**src/rtl/pattern_stream_source_if.sv**
```systemverilog
// Bus between the pattern stream source and its environment: segment program port,
// playback control, the played/predicted pattern pair and the score counters.
interface pattern_stream_source_if #(
  parameter int DEPTH = 8,
  parameter int LEN_W = 8,
  parameter int CNT_W = 8
) ();
  localparam int AW = $clog2(DEPTH);

  logic             seg_wr_en;
  logic [AW-1:0]    seg_wr_addr;
  logic             seg_level;
  logic [LEN_W-1:0] seg_len;
  logic [AW:0]      num_segs;
  logic             start;
  logic             predicted_pattern;
  logic             actual_pattern;
  logic             pattern_valid;
  logic             busy;
  logic             done;
  logic [CNT_W-1:0] hit_cnt;
  logic [CNT_W-1:0] miss_cnt;
  logic [CNT_W-1:0] max_miss_run;
  logic [CNT_W-1:0] cyc_cnt;

  modport master (
    input  seg_wr_en, seg_wr_addr, seg_level, seg_len, num_segs, start, predicted_pattern,
    output actual_pattern, pattern_valid, busy, done, hit_cnt, miss_cnt, max_miss_run, cyc_cnt
  );

  modport slave (
    output seg_wr_en, seg_wr_addr, seg_level, seg_len, num_segs, start, predicted_pattern,
    input  actual_pattern, pattern_valid, busy, done, hit_cnt, miss_cnt, max_miss_run, cyc_cnt
  );
endinterface

```
**src/rtl/pattern_stream_source.sv**
```systemverilog
// Plays a programmed run-length sequence of 0/1 levels onto actual_pattern and scores
// the predictor's predicted_pattern against it with saturating hit/miss/streak counters.
module pattern_stream_source #(
  parameter int DEPTH = 8,
  parameter int LEN_W = 8,
  parameter int CNT_W = 8
) (
  input  logic                    clk,
  input  logic                    reset,
  pattern_stream_source_if.master bus
);
  localparam int          AW      = $clog2(DEPTH);
  localparam logic [AW:0] DEPTH_N = (AW + 1)'(DEPTH);

  typedef enum logic [1:0] {
    IDLE = 2'd0,
    PLAY = 2'd1,
    DONE = 2'd2
  } state_t;

  logic             mem_level_q [DEPTH];
  logic [LEN_W-1:0] mem_len_q   [DEPTH];

  state_t           state_q, state_d;
  logic [AW-1:0]    seg_idx_q, seg_idx_d;
  logic [AW-1:0]    last_q, last_d;
  logic [AW-1:0]    seg_nxt;
  logic [LEN_W-1:0] rem_q, rem_d;
  logic             act_q, act_d;
  logic             vld_q, vld_d;
  logic             busy_q, busy_d;
  logic             done_q, done_d;
  logic [CNT_W-1:0] hit_q, hit_d;
  logic [CNT_W-1:0] miss_q, miss_d;
  logic [CNT_W-1:0] max_q, max_d;
  logic [CNT_W-1:0] cyc_q, cyc_d;
  logic [CNT_W-1:0] run_q, run_d;
  logic [AW:0]      nsegs_clamped;
  logic             wr_ok;
  logic             miss_now;

  function automatic logic [CNT_W-1:0] sat_inc(input logic [CNT_W-1:0] v);
    return (&v) ? v : v + CNT_W'(1);
  endfunction

  function automatic logic [CNT_W-1:0] max_u(input logic [CNT_W-1:0] a,
                                             input logic [CNT_W-1:0] b);
    return (a > b) ? a : b;
  endfunction

  function automatic logic [LEN_W-1:0] eff_len(input logic [LEN_W-1:0] l);
    return (l == '0) ? LEN_W'(1) : l;
  endfunction

  always_comb begin
    state_d       = state_q;
    seg_idx_d     = seg_idx_q;
    last_d        = last_q;
    rem_d         = rem_q;
    act_d         = act_q;
    vld_d         = vld_q;
    busy_d        = busy_q;
    done_d        = 1'b0;
    hit_d         = hit_q;
    miss_d        = miss_q;
    max_d         = max_q;
    cyc_d         = cyc_q;
    run_d         = run_q;
    wr_ok         = 1'b0;
    seg_nxt       = seg_idx_q + AW'(1);
    nsegs_clamped = (bus.num_segs > DEPTH_N) ? DEPTH_N : bus.num_segs;
    miss_now      = bus.predicted_pattern ^ act_q;

    case (state_q)
      PLAY: begin
        cyc_d = sat_inc(cyc_q);
        if (miss_now) begin
          miss_d = sat_inc(miss_q);
          run_d  = sat_inc(run_q);
          max_d  = max_u(max_q, sat_inc(run_q));
        end else begin
          hit_d = sat_inc(hit_q);
          run_d = '0;
        end

        // Last cycle of a segment: chain straight into the next one, or finish.
        if (rem_q == LEN_W'(1)) begin
          if (seg_idx_q == last_q) begin
            state_d = DONE;
            vld_d   = 1'b0;
            busy_d  = 1'b0;
            act_d   = 1'b0;
            done_d  = 1'b1;
          end else begin
            seg_idx_d = seg_nxt;
            rem_d     = eff_len(mem_len_q[seg_nxt]);
            act_d     = mem_level_q[seg_nxt];
          end
        end else begin
          rem_d = rem_q - LEN_W'(1);
        end
      end

      default: begin
        state_d = IDLE;
        vld_d   = 1'b0;
        busy_d  = 1'b0;
        act_d   = 1'b0;
        // A write racing an accepted start is dropped so the run sees a stable program.
        wr_ok   = bus.seg_wr_en && !bus.start;
        if (bus.start) begin
          hit_d  = '0;
          miss_d = '0;
          max_d  = '0;
          cyc_d  = '0;
          run_d  = '0;
          if (bus.num_segs == '0) begin
            state_d = DONE;
            done_d  = 1'b1;
          end else begin
            state_d   = PLAY;
            seg_idx_d = '0;
            last_d    = AW'(nsegs_clamped - 1'b1);
            rem_d     = eff_len(mem_len_q[0]);
            act_d     = mem_level_q[0];
            vld_d     = 1'b1;
            busy_d    = 1'b1;
          end
        end
      end
    endcase
  end

  always_ff @(posedge clk) begin
    if (reset) begin
      state_q   <= IDLE;
      seg_idx_q <= '0;
      last_q    <= '0;
      rem_q     <= '0;
      act_q     <= 1'b0;
      vld_q     <= 1'b0;
      busy_q    <= 1'b0;
      done_q    <= 1'b0;
      hit_q     <= '0;
      miss_q    <= '0;
      max_q     <= '0;
      cyc_q     <= '0;
      run_q     <= '0;
    end else begin
      state_q   <= state_d;
      seg_idx_q <= seg_idx_d;
      last_q    <= last_d;
      rem_q     <= rem_d;
      act_q     <= act_d;
      vld_q     <= vld_d;
      busy_q    <= busy_d;
      done_q    <= done_d;
      hit_q     <= hit_d;
      miss_q    <= miss_d;
      max_q     <= max_d;
      cyc_q     <= cyc_d;
      run_q     <= run_d;
    end
  end

  always_ff @(posedge clk) begin
    if (wr_ok) begin
      mem_level_q[bus.seg_wr_addr] <= bus.seg_level;
      mem_len_q[bus.seg_wr_addr]   <= bus.seg_len;
    end
  end

  assign bus.actual_pattern = act_q;
  assign bus.pattern_valid  = vld_q;
  assign bus.busy           = busy_q;
  assign bus.done           = done_q;
  assign bus.hit_cnt        = hit_q;
  assign bus.miss_cnt       = miss_q;
  assign bus.max_miss_run   = max_q;
  assign bus.cyc_cnt        = cyc_q;

endmodule

```
**src/flat_wrapper.sv**
```systemverilog
// flat-port wrapper written by rule: the top's interface ports become plain ports
module pattern_stream_source_flat 
#(
  parameter int DEPTH = 8,
  parameter int LEN_W = 8,
  parameter int CNT_W = 8
)
  (clk, reset, bus_seg_wr_en, bus_seg_wr_addr, bus_seg_level, bus_seg_len, bus_num_segs, bus_start, bus_predicted_pattern, bus_actual_pattern, bus_pattern_valid, bus_busy, bus_done, bus_hit_cnt, bus_miss_cnt, bus_max_miss_run, bus_cyc_cnt);
  pattern_stream_source_if #(.DEPTH(DEPTH), .LEN_W(LEN_W), .CNT_W(CNT_W)) bus_i ();
  input  logic clk;
  input  logic reset;
  input wire logic [$bits(bus_i.seg_wr_en)-1:0] bus_seg_wr_en;
  input wire logic [$bits(bus_i.seg_wr_addr)-1:0] bus_seg_wr_addr;
  input wire logic [$bits(bus_i.seg_level)-1:0] bus_seg_level;
  input wire logic [$bits(bus_i.seg_len)-1:0] bus_seg_len;
  input wire logic [$bits(bus_i.num_segs)-1:0] bus_num_segs;
  input wire logic [$bits(bus_i.start)-1:0] bus_start;
  input wire logic [$bits(bus_i.predicted_pattern)-1:0] bus_predicted_pattern;
  output wire logic [$bits(bus_i.actual_pattern)-1:0] bus_actual_pattern;
  output wire logic [$bits(bus_i.pattern_valid)-1:0] bus_pattern_valid;
  output wire logic [$bits(bus_i.busy)-1:0] bus_busy;
  output wire logic [$bits(bus_i.done)-1:0] bus_done;
  output wire logic [$bits(bus_i.hit_cnt)-1:0] bus_hit_cnt;
  output wire logic [$bits(bus_i.miss_cnt)-1:0] bus_miss_cnt;
  output wire logic [$bits(bus_i.max_miss_run)-1:0] bus_max_miss_run;
  output wire logic [$bits(bus_i.cyc_cnt)-1:0] bus_cyc_cnt;
  assign bus_i.seg_wr_en = bus_seg_wr_en;
  assign bus_i.seg_wr_addr = bus_seg_wr_addr;
  assign bus_i.seg_level = bus_seg_level;
  assign bus_i.seg_len = bus_seg_len;
  assign bus_i.num_segs = bus_num_segs;
  assign bus_i.start = bus_start;
  assign bus_i.predicted_pattern = bus_predicted_pattern;
  assign bus_actual_pattern = bus_i.actual_pattern;
  assign bus_pattern_valid = bus_i.pattern_valid;
  assign bus_busy = bus_i.busy;
  assign bus_done = bus_i.done;
  assign bus_hit_cnt = bus_i.hit_cnt;
  assign bus_miss_cnt = bus_i.miss_cnt;
  assign bus_max_miss_run = bus_i.max_miss_run;
  assign bus_cyc_cnt = bus_i.cyc_cnt;
  pattern_stream_source #(.DEPTH(DEPTH), .LEN_W(LEN_W), .CNT_W(CNT_W)) u_core (.clk(clk), .reset(reset), .bus(bus_i));
endmodule
```
**config.mk**
```make
export PLATFORM = sky130hd
export DESIGN_NAME = pattern_stream_source_flat
export DESIGN_NICKNAME = d
export VERILOG_FILES = /design/src/rtl/pattern_stream_source_if.sv /design/src/rtl/pattern_stream_source.sv /design/src/flat_wrapper.sv
export SDC_FILE = /design/constraint.sdc
export NUM_CORES = 1
export LEC_CHECK = 0
export CAP_MARGIN = 10
export CORE_MARGIN = 2
export CORE_UTILIZATION = 40
export DETAILED_ROUTE_END_ITERATION = 12
export GPL_TIMING_DRIVEN = 1
export HOLD_SLACK_MARGIN = 0.06
export PLACE_DENSITY_LB_ADDON = 0.2
export SLEW_MARGIN = 20
export SYNTH_ARGS = -nofsm -noshare
export SYNTH_HDL_FRONTEND = slang
export SYNTH_SLANG_ARGS = --single-unit
```
**constraint.sdc**
```tcl
create_clock -name clk -period 3.4 [get_ports clk]
set_input_delay 0.51 -clock clk [delete_from_list [all_inputs] [get_ports clk]]
set_output_delay 0.51 -clock clk [all_outputs]
set_load 0.01 [all_outputs]
```
# Yosys cells after proc, flatten, opt, wreduce, memory -nomap -nowiden
# Memory sizes are Yosys's and may differ from the RTL's.
# Index checks and enable logic that the tools add are counted.
# classes
n_addsub,7
multipliers,0
n_div,0
order_cmp,2
n_eq_ne,14
shifts,0
n_mux,51
bitwise,3
reduce_logical,18
# ops
operator,count
$mux W8,22
$add A8 B1 Y8 const B,4
$reduce_and A8 Y1,4
$mux W1,18
$mux W3,6
$logic_not A8 Y1,2
$reduce_and A3 Y1,5
$ne A2 B2 Y1 const B,7
$mux W2,5
$eq A8 B1 Y1 const B,1
$gt A8 B8 Y1,1
$sub A8 B1 Y8 const B,1
$ne A2 B1 Y1 const B,3
$gt A4 B4 Y1 const B,1
$logic_not A4 Y1,1
$reduce_and A2 Y1,2
$reduce_and A4 Y1,1
$add A3 B1 Y3 const B,1
$eq A3 B3 Y1,1
$ne A3 B3 Y1 const B,1
$sub A3 B1 Y3 const B,1
$eq A2 B1 Y1 const B,1
$not A1 Y1,2
$reduce_bool A2 Y1,1
3 further kinds,3
# totals
ff_bits,59
latch_bits,0
ramBits,72
romBits,0
inputBits,21
out_inout_bits,36
wordCells,109
mem_count,2
# memory_table
name,words,word_bits,rd,rd_ports_with_merged_regs,write_ports,line_no,rtl
u_core.mem_len_q,8,8,2,0,1,pattern_stream_source.sv:22,logic [LEN_W-1:0] mem_len_q [DEPTH];
u_core.mem_level_q,8,1,2,0,1,pattern_stream_source.sv:21,logic mem_level_q [DEPTH];

# Logic depth before layout (Yosys ltp)
# An unclocked memory read counts as a cell.
# logic_depth
word_depth,7
depth_mapped,13
depth_no_buf,11

# Worst setup path before layout
# Ideal clock, no wire load.
# synth_timing
path_kind,flip-flop to flip-flop
from,reg u_core.run_q[0]
to,"reg u_core.max_q[0], in the netlist u_core.bus.max_miss_run[0]"
setup_time_ns,0.073
t_arrival_ns,2.806
required_ns,3.327
slack_ns,0.522
path_stages_with_launch,14
synth_period_minus_slack_ns,2.878
path_cell_list,dfxtp_1 -> ha_1 -> inv_1 -> or3_1 -> clkbuf_1 -> mux2i_1 -> ha_1 -> nor2b_1 -> o21ai_0 -> nand2b_1 -> a21oi_1 -> o311a_1 -> clkbuf_1 -> mux2i_1
# synth_between
elab_chain_len,5
word_cells_on_any_way,9
# synth_lines
item,line_no,rtl
start: declaration,pattern_stream_source.sv:37,"logic [CNT_W-1:0] run_q, run_d;"
start signal: assignment,pattern_stream_source.sv:162,run_q <= run_d;
$add A8 B1 Y8 / $reduce_and A8 Y1 (equally long branches),pattern_stream_source.sv:43,return (&v) ? v : v + CNT_W'(1);
$mux W8 (*),pattern_stream_source.sv:43,
$gt A8 B8 Y1 / $mux W8 (equally long branches),pattern_stream_source.sv:48,return (a > b) ? a : b;
$ne A2 B2 Y1 (no line) / $mux W8 (equally long branches),-,
$reduce_and A3 Y1 (no line) / $mux W8 (equally long branches),-,
end signal: assignment,pattern_stream_source.sv:160,max_q <= max_d;
end: declaration,pattern_stream_source.sv:35,"logic [CNT_W-1:0] max_q, max_d;"
# Mark *: on every way between the ends. The rest lies on a longest branch, timed or not. The select of a mux whose other input is x is not followed.
# A chain may end at the register's enable or synchronous reset.

# Worst setup path in the final report
# layout_timing
from,reg u_core.run_q[0]
to,"reg u_core.max_q[7], in the netlist u_core.bus.max_miss_run[7]"
# The elaborated chain is that of the path after synthesis.

==> impl_metrics.py <==
metrics = {
    "run_status": {
        "outcome": "finished, final reports clean",
    },
    "floorplanning": {
        "die_y_um": 127,
        "ios": 57,
        "num_rows": 44,
        "fp.coreArea_um2": 14600,
        "die_w_um": 127,
        "dieArea_um2": 16000,
        "start_util": 0.411,
    },
    "finish": {
        "postLayoutCellArea_um2": 7480,
        "final_nets": 621,
        "fillers": 1279,
        "drive_gt1_frac": 0.139,
        "fin_cells": 781,
        "antennaDiodeCount": 0,
        "syn2layout_area_growth_pct": 24.3,
        "finalCoreUtilization": 0.511,
    },
    "detailed_routing": {
        "drc": 0,
        "first_iter_violations": 189,
        "wl_per_cell_um": 15.8,
        "via_per_inst": 5.37,
        "routed_wirelength_um": 12400,
        "via_count": 4194,
        "ant_nets": 0,
        "drtPass1Iterations": 4,
    },
    "timing": {
        "final_max_slew_viol_count": 0,
        "slew_headroom": 0.545,
        "period_minus_slack_ns": 3.08,
        "rsz0062_at_grt": "no",
        "finalCritPeriodShare": 0.905,
        "fmax_mhz": 325,
        "max_slew.worst_pin.slew_ns": 0.682,
        "finalSetupTns_ns": 0,
        "finClkSkew_ns": 0.00949,
        "setup_viol_count_final": 0,
        "holdWs_ns": 0.476,
        "hold_violations": 0,
    },
    "clock_network": {
        "cts_htree_levels": 4,
        "cts_made_buffers": 17,
        "holdBufCountCts": 0,
        "ctsResizeCount": 0,
        "tritoncts": "yes",
        "clock_sinks": 130,
        "insertion_delay_ns": 0.42,
        "cts_setup_buffers": 0,
        "clock_path_buffers": 2,
        "clk_pin_slew_ns": 0.06,
        "cts-root-buf": "clkbuf_16",
    },
    "yosys": {
        "async_flop_share": 0,
        "synth_edf_count": 72,
        "ys_ff_latch": 130,
        "synth_cell_types": 55,
        "syn-num-nets": 551,
        "yosys_warnings": 0,
        "yosys.area.top_type": "edfxtp_1",
        "synth_area_um2": 6020,
        "yosysSeqAreaShare": 0.552,
        "synth.area.top_cells": "edfxtp_1 (36%), dfxtp_1 (19%), mux4_2 (6.7%)",
        "synth_flop_cell": "edfxtp_1",
        "synth_top_area_frac": 0.359,
        "syn_inst": 514,
        "syn_avg_cell_area_um2": 11.7,
    },
    "worst_setup_path": {
        "critPathKind": "reg -> reg",
        "crit_arrival_ns": 3.42,
        "critPathMaxFanout": 8,
        "endpoint_kind": "register",
        "critPathLaunchType": "register",
        "worstPathRequired_ns": 3.74,
    },
    "placement": {
        "place_inst": 749,
        "dpl-instance-area_um2": 6830,
        "gp_congestion": 0.871,
        "hpwl_um": 8680,
        "io_buffers": 56,
    },
    "grt": {
        "antenna_found_initial": 0,
        "grt_overflow": 0,
        "grt_max_degree": 26,
        "grt_pass1_wl_um": 20500,
        "grt_use_total": 0.163,
        "grt_pass1_vias": 3971,
    },
    "hold_path": {
        "hold_class": "reg -> reg",
    },
    "power": {
        "p_leak_nw": 2.59,
        "peakVddDrop_mv": 0.414,
        "powerDensity_nw_per_um2": 541,
    },
    "run": {
        "maxCapViolCount": 0,
    },
}
worst max-delay path: stages (launching register included):
cell and delay [ns]:
dfxtp_1 0.42, ha_1 0.26, inv_1 0.10, or3_1 0.45
mux2i_1 0.26, ha_1 0.29, nor2b_1 0.13, o21ai_0 0.16
nand2b_1 0.07, a21oi_1 0.14, o311a_1 0.47, mux2i_1 0.25
final timing paths:
| kind | start | endpoint | slack, ns | depth (start not counted) |
|---|---|---|---|---|
| max | u_core.run_q[0] | u_core.bus.max_miss_run[7] | 0.32 | 11 |
| min | u_core.bus.max_miss_run[3] | u_core.bus.max_miss_run[3] | 0.48 | 2 |
| max reg2reg | u_core.run_q[0] | u_core.bus.max_miss_run[7] | 0.32 | 11 |
| min reg2reg | u_core.bus.max_miss_run[3] | u_core.bus.max_miss_run[3] | 0.48 | 2 |
placed cells by master (no fill, tap or decap), types with 16 or more instances in the layout:
cell	n
a21oi_1	25
buf_4	17
clkbuf_16	17
clkdlybuf4s50_1	56
dfxtp_1	58
edfxtp_1	72
ha_1	16
mux2i_1	22
mux4_2	18
nand2_1	31
nor2_1	70
xor2_1	20
cell families after synthesis:
kind of cell,share of synthesized area
fa+ha+maj,0.0332
flops,0.552
mux,0.108
simple gates,0.159
compound gates,0.0823
buf+inv,0.0235
xor+xnor,0.0422
synth_stat cells, types with 11 or more instances:
master,n
xor2_1,20
mux4_2,18
ha_1,16
nand2_1,31
nand3_1,14
nor3_1,14
nor2_1,70
nand4_1,11
a21oi_1,25
mux2i_1,22
edfxtp_1,72
nand2b_1,11
dfxtp_1,58
clkbuf_1,15
registers in the layout (all words and copies together) (netlist names):
| register | flops |
|---|---|
| u_core.bus.max_miss_run | 8 |
| u_core.run_q | 8 |
| u_core.seg_idx_q | 3 |
| u_core.mem_level_q | 8 |
| u_core.state_q | 2 |
| u_core.rem_q | 8 |
| u_core.last_q | 3 |
| u_core.bus.miss_cnt | 8 |
| u_core.bus.actual_pattern | 1 |
| u_core.mem_len_q | 64 |
| u_core.bus.done | 1 |
| u_core.bus.hit_cnt | 8 |
| u_core.bus.cyc_cnt | 8 |
final cells by class:
| cell class | count | area, um^2 | share of cell area |
|---|---|---|---|
| Sequential cell | 130 | 3320 | 0.444 |
| Multi-Input combinational cell | 353 | 2560 | 0.342 |
| Timing Repair Buffer | 73 | 688 | 0.0920 |
| Clock buffer | 18 | 439 | 0.0587 |
| Tap cell | 184 | 230 | 0.0308 |
| Clock inverter | 14 | 211 | 0.0283 |
| Inverter | 9 | 33.8 | 0.00452 |
report_power, final:
part           switching [mW]  internal (mW)  total, mW
logic                   0.189          0.142      0.331
clock network           0.673           1.32       1.99
registers              0.0345           1.69       1.73
metrics by stage:
step	total power, mW	setup slack (ns)
floorplan	1.97	0.522
global route	4.21	0.0117
finish	4.05	0.322
global placement	2.08	0.441
detailed placement	2.09	0.310
CTS	4.09	0.295
layer usage:
metal | global-route usage | part of all wire
met4 | 0.0627 | 0.016
met2 | 0.258 | 0.47
met3 | 0.0439 | 0.045
met5 | 0 | 0
met1 | 0.214 | 0.47
Power figures use the tool's default switching activity.
